--- config.mk ---
export PLATFORM = sky130hd
export DESIGN_NAME = fetch_unit
export DESIGN_NICKNAME = d
export VERILOG_FILES = /design/src/rtl/fetch_pkg.sv /design/src/rtl/fetch_fsm.sv /design/src/rtl/fetch_unit.sv
export SDC_FILE = /design/constraint.sdc
export NUM_CORES = 1
export LEC_CHECK = 0
export BUFFER_PORTS_ARGS = -buffer_cell sky130_fd_sc_hd__buf_2
export CAP_MARGIN = 20
export CORE_MARGIN = 8
export CORE_UTILIZATION = 50
export DETAILED_ROUTE_END_ITERATION = 8
export HOLD_SLACK_MARGIN = 0.03
export PLACE_DENSITY = 0.79
export SYNTH_ARGS = -nofsm -noshare
export SYNTH_HDL_FRONTEND = slang
export SYNTH_SLANG_ARGS = --single-unit
--- constraint.sdc ---
create_clock -name clk -period 3 [get_ports clk]
set_input_delay 0.3 -clock clk [delete_from_list [all_inputs] [get_ports clk]]
set_output_delay 0.3 -clock clk [all_outputs]
set_load 0.02 [all_outputs]
--- src/rtl/fetch_pkg.sv ---
// Shared types and constants for the instruction-fetch stage.
package fetch_pkg;

  typedef enum logic [1:0] {IDLE, WAIT, HOLD, DROP} fetch_state_t;

  localparam logic [31:0] NOP_INSTR   = 32'h00000013;
  localparam int          INSTR_BYTES = 4;

endpackage

--- src/rtl/fetch_fsm.sv ---
// Fetch sequencer: owns the PC, tracks the single outstanding request and
// tells the top when a response (or the skid buffer) may enter IF/ID.
module fetch_fsm
  import fetch_pkg::*;
#(
  parameter int              PC_W     = 9,
  parameter logic [PC_W-1:0] RESET_PC = '0
) (
  input  logic            clk,
  input  logic            reset,
  input  logic            stall,
  input  logic            pc_sel,
  input  logic [PC_W-1:0] redirect_pc,
  input  logic            rvalid,
  output logic            imem_req,
  output logic [PC_W-1:0] imem_addr,
  output logic [PC_W-1:0] pc,
  output logic            load_resp,
  output logic            load_hold,
  output logic            capture_hold
);

  fetch_state_t    state_q, state_d;
  logic [PC_W-1:0] pc_q, pc_d;
  logic [PC_W-1:0] pc_inc;

  assign pc_inc = pc_q + PC_W'(INSTR_BYTES);
  assign pc     = pc_q;

  always_comb begin
    state_d      = state_q;
    pc_d         = pc_q;
    imem_req     = 1'b0;
    imem_addr    = pc_q;
    load_resp    = 1'b0;
    load_hold    = 1'b0;
    capture_hold = 1'b0;
    case (state_q)
      IDLE: begin
        if (pc_sel) begin
          pc_d = redirect_pc;
        end else begin
          imem_req = 1'b1;
          state_d  = WAIT;
        end
      end
      WAIT: begin
        if (rvalid) begin
          if (pc_sel) begin
            pc_d    = redirect_pc;
            state_d = IDLE;
          end else if (stall) begin
            capture_hold = 1'b1;
            state_d      = HOLD;
          end else begin
            // Consume and re-issue in the same cycle for back-to-back fetch.
            load_resp = 1'b1;
            imem_req  = 1'b1;
            imem_addr = pc_inc;
            pc_d      = pc_inc;
          end
        end else if (pc_sel) begin
          pc_d    = redirect_pc;
          state_d = DROP;
        end
      end
      HOLD: begin
        if (pc_sel) begin
          pc_d    = redirect_pc;
          state_d = IDLE;
        end else if (!stall) begin
          load_hold = 1'b1;
          imem_req  = 1'b1;
          imem_addr = pc_inc;
          pc_d      = pc_inc;
          state_d   = WAIT;
        end
      end
      DROP: begin
        // Wrong-path response still in flight; wait for it before refetching.
        if (pc_sel) pc_d = redirect_pc;
        if (rvalid) state_d = IDLE;
      end
      default: state_d = IDLE;
    endcase
    if (reset) begin
      imem_req     = 1'b0;
      load_resp    = 1'b0;
      load_hold    = 1'b0;
      capture_hold = 1'b0;
    end
  end

  always_ff @(posedge clk) begin
    if (reset) begin
      state_q <= IDLE;
      pc_q    <= RESET_PC;
    end else begin
      state_q <= state_d;
      pc_q    <= pc_d;
    end
  end

endmodule

--- src/rtl/fetch_unit.sv ---
// Instruction-fetch stage: PC sequencing via fetch_fsm, a one-word skid
// buffer for responses that land during a stall, and the IF/ID register.
module fetch_unit #(
  parameter int              PC_W      = 9,
  parameter logic [PC_W-1:0] RESET_PC  = '0,
  parameter logic [31:0]     NOP_INSTR = fetch_pkg::NOP_INSTR
) (
  input  logic            clk,
  input  logic            reset,
  input  logic            stall,
  input  logic            PcSel,
  input  logic [31:0]     BrPC,
  output logic            imem_req,
  output logic [PC_W-1:0] imem_addr,
  input  logic            imem_rvalid,
  input  logic [31:0]     imem_rdata,
  output logic [PC_W-1:0] if_id_pc,
  output logic [31:0]     if_id_instr,
  output logic            if_id_valid,
  output logic            flush
);
  import fetch_pkg::*;

  logic [PC_W-1:0] redirect_pc;
  logic [PC_W-1:0] fsm_pc;
  logic            load_resp, load_hold, capture_hold;
  logic            unused_brpc_bits;

  logic [31:0]     hold_q, hold_d;
  logic [PC_W-1:0] if_id_pc_q, if_id_pc_d;
  logic [31:0]     if_id_instr_q, if_id_instr_d;
  logic            if_id_valid_q, if_id_valid_d;

  // Targets are word aligned; a jalr-style odd target is rounded down.
  assign redirect_pc      = {BrPC[PC_W-1:2], 2'b00};
  assign unused_brpc_bits = ^{BrPC[31:PC_W], BrPC[1:0]};

  assign flush = PcSel & ~reset;

  fetch_fsm #(
    .PC_W     (PC_W),
    .RESET_PC (RESET_PC)
  ) u_fsm (
    .clk          (clk),
    .reset        (reset),
    .stall        (stall),
    .pc_sel       (PcSel),
    .redirect_pc  (redirect_pc),
    .rvalid       (imem_rvalid),
    .imem_req     (imem_req),
    .imem_addr    (imem_addr),
    .pc           (fsm_pc),
    .load_resp    (load_resp),
    .load_hold    (load_hold),
    .capture_hold (capture_hold)
  );

  always_comb begin
    hold_d        = capture_hold ? imem_rdata : hold_q;
    if_id_pc_d    = if_id_pc_q;
    if_id_instr_d = if_id_instr_q;
    if_id_valid_d = if_id_valid_q;
    if (PcSel) begin
      if_id_valid_d = 1'b0;
      if_id_instr_d = NOP_INSTR;
    end else if (!stall) begin
      if (load_resp) begin
        if_id_pc_d    = fsm_pc;
        if_id_instr_d = imem_rdata;
        if_id_valid_d = 1'b1;
      end else if (load_hold) begin
        if_id_pc_d    = fsm_pc;
        if_id_instr_d = hold_q;
        if_id_valid_d = 1'b1;
      end else begin
        if_id_valid_d = 1'b0;
        if_id_instr_d = NOP_INSTR;
      end
    end
  end

  always_ff @(posedge clk) begin
    hold_q <= hold_d;
    if (reset) begin
      if_id_pc_q    <= '0;
      if_id_instr_q <= NOP_INSTR;
      if_id_valid_q <= 1'b0;
    end else begin
      if_id_pc_q    <= if_id_pc_d;
      if_id_instr_q <= if_id_instr_d;
      if_id_valid_q <= if_id_valid_d;
    end
  end

  assign if_id_pc    = if_id_pc_q;
  assign if_id_instr = if_id_instr_q;
  assign if_id_valid = if_id_valid_q;

endmodule

==> qor.yml <==
design.portCount: 122
synth_commonest_cells: "dfxtp_1, nor2_1, edfxtp_1"
fillers: 674
finalSetupViolations: 0
whs_ns: 0.145
vias: 3012
cts_resized: 0
rr_worst_depth: 7
crit_path_end_kind: "output port"
cts_tree: "yes"
crit_buf_inv: 2
drive_above_1_share_pct: 29.0
skew_ns: 0.0114
fin_tns_setup_ns: 0
hold_buffers: 0
path_delay_family: "compound AO/OA/AOI/OAI gates"
timing.rr.start: "u_fsm.state_q[1]$_SDFFE_PP0P_"
cts.path.max_buffers: 2
power_density_nw_per_um2: 537
fp.dieH_um: 101
dr.pass1.iters: 5
gp_congestion: 0.867
clkSlewWorstSetupHoldPaths_ns: 0.09
synth.area.top_cells: "dfxtp_1, edfxtp_1, a222oi_1, nor2_1, a21oi_1"
cts_made_buffers: 9
worst-setup-path-type: "flip-flop to output port"
ant_nets: 0
min_period_ns: 2.67
worst_pin_slew_ns: 0.657
grt_max_degree: 40
grt_pass1_vias: 2819
grt.total_usage_pct: 17.2
drt_iter0_markers: 246
post_drt_wl_per_cell_um: 16.7
fmax_mhz: 375
cp-startpoint: "u_fsm.state_q[1]$_SDFFE_PP0P_"
worst-path-stages: 7
syn_inst: 341
syn_area_um2: 3610
crit_path_end: "imem_addr[7]"
dpl.hpwl_um: 6130
fin_cells: 526
vias_per_cell: 5.73
crit_fanout: 12
cp_data_arrival_time_ns: 2.37
drcViolationCount: 0
maxCapViolations: 0
r2r_setup_slack_ns: 0.77
initial_utilization_pct: 50.6
grt_pass1_wl_um: 14000
post-cts-setup-buffers: 0
fp.dieW_um: 101
fp.coreArea_um2: 7140
clock-root-buffer: "clkbuf_8"
seq_area_frac_synth_pct: 56.0
grt_setup_unrepaired: "no"
peakVddDrop_uv: 222
syn_area_per_cell_um2: 10.6
synth_enable_flop_cells: 32
numPortBuffers: 96
synth_seq_cells: 85
clkLatencyLatePin_ns: 0.35
dp_cells: 511
period_share_pct: 89.0
antenna_found_initial: 0
die_area_um2: 10200
yosysWarnings: 0
cp_cell_sequence: "inv_1 -> ha_1 -> a21oi_2 -> nor3b_2 -> a21oi_1 -> a31oi_1 -> buf_2"
synth_cell_type_count: 54
max_slew_margin_pct: 54.9
overflow: 0
yosysMostFrequentCell: "dfxtp_1"
drv_slew: 0
hold_viol_final: 0
async_reset_ff_share_pct: 0
wl_um: 8790
num_rows: 31
cts.sinks: 85
htreeDepth: 3
nets: 499
synth_top_cell_by_area: "dfxtp_1"
leakagePower_nw: 1.70
synthesis.nets: 417
status: "finished, final reports clean"
antenna_cells: 0
cp_slowest_cell: "ha_1"
hold_path_class: "input pin to flip-flop"
start_kind: "flip-flop"
synth_ff_type: "dfxtp_1"
timing.rr.end: "hold_q[25]$_DFFE_PP_"
syn2layout_area_growth_pct: 17.9
utilization_pct: 59.6
crit_required_ns: 2.70
cpPeakStageDelay_ns: 0.47
yosysTopAreaCellShare_pct: 29.4
[how the worst min path moves through the flow]
| stage | start | endpoint | slack, ns | cells after the start |
|---|---|---|---|---|
| floorplan | imem_rdata[0] | hold_q[0]$_DFFE_PP_ | 0.40 | 0 |
| global placement | if_id_pc[0]$_SDFFE_PP0P_ | if_id_pc[0]$_SDFFE_PP0P_ | 0.44 | 2 |
| detailed placement | if_id_pc[6]$_SDFFE_PP0P_ | if_id_pc[6]$_SDFFE_PP0P_ | 0.45 | 2 |
| CTS | imem_rdata[30] | hold_q[30]$_DFFE_PP_ | 0.13 | 1 |
| global route | imem_rdata[1] | hold_q[1]$_DFFE_PP_ | 0.13 | 1 |
| finish | imem_rdata[1] | hold_q[1]$_DFFE_PP_ | 0.15 | 1 |
[metrics by stage]
stage	power (W)	setup slack, ns	instance area [um^2]
2_1_floorplan	0.00152	0.810	3610
3_3_place_gp	0.00162	0.775	4100
3_5_place_dp	0.00163	0.743	4100
4_1_cts	0.00231	0.351	4260
5_1_grt	0.00240	0.146	4260
6_report	0.00228	0.331	4260
[worst register-to-register path, cell delays in order, from the launching register on]
cell and delay [ns]:
dfxtp_1 0.34, inv_1 0.13, ha_1 0.47, nand2_2 0.15
nor2_2 0.13, buf_4 0.19, and2_1 0.28, buf_12 0.24
[kinds of logic (layout without fill, tap and decap cells)]
logic type	count (synthesis)	in the layout	synth area share (%)
XOR/XNOR	1	1	0.243
AO/OA/AOI/OAI	86	86	18.0
flip-flops	85	85	56.0
adder cells (fa/ha/maj)	7	7	2.43
AND/OR/NAND/NOR	121	121	16.7
buffers and inverters	37	123	5.41
multiplexers	4	4	1.14
[final cells by class]
class                           count  area (um^2)  share of cell area (%)
Sequential cell                    85         2020                    47.5
Multi-Input combinational cell    219         1390                    32.7
Timing Repair Buffer              102          538                    12.6
Clock buffer                       11          131                    3.09
Tap cell                           99          124                    2.91
Clock inverter                      4         26.3                   0.617
Inverter                            6         22.5                   0.529
[sequential cells by signal, summed over array words and instances, names as in the netlist]
signal	flops
if_id_valid	1
u_fsm.pc	9
hold_q	32
if_id_instr	32
u_fsm.state_q	2
if_id_pc	9
[power breakdown]
group / internal [W] / leakage [nW] / total, W / switching, W
clock: 0.000295 / 0.0792 / 0.000676 / 0.000380
sequential: 0.00123 / 0.718 / 0.00126 / 0.0000305
combinational: 0.000129 / 0.900 / 0.000353 / 0.000224
[per-layer routing]
layer | up-vias | track usage [%] | wire length (um)
met2 | 117 | 28.6 | 4230
met3 | 10 | 3.87 | 660
li1 | 1440 | - | -
met5 | - | 0 | 0
met1 | 1445 | 21.1 | 3810
met4 | 0 | 6.19 | 99
[layout by cell type, fill, tap and decap left out, types with 2 or more instances in the layout]
cell type and instances:
buf_2 96, dfxtp_1 53, nor2_1 37, edfxtp_1 32, a21oi_1 27, nand2_1 26, a222oi_1 18, nor2b_1 15
nor3_1 13, a221oi_1 11, clkbuf_8 9, ha_1 7, nand3_1 6, inv_1 5, buf_4 5, nand2b_1 4
a31oi_1 4, and2_1 4, o31ai_1 4, o21a_1 3, mux2i_1 3, nor3b_1 3, o21ai_0 2, a32o_1 2
nand4b_1 2, a2bb2oi_1 2, o311a_1 2, o221ai_1 2, clkinv_2 2, clkbuf_1 2
Note: power is estimated with default switching activity, not from simulation.
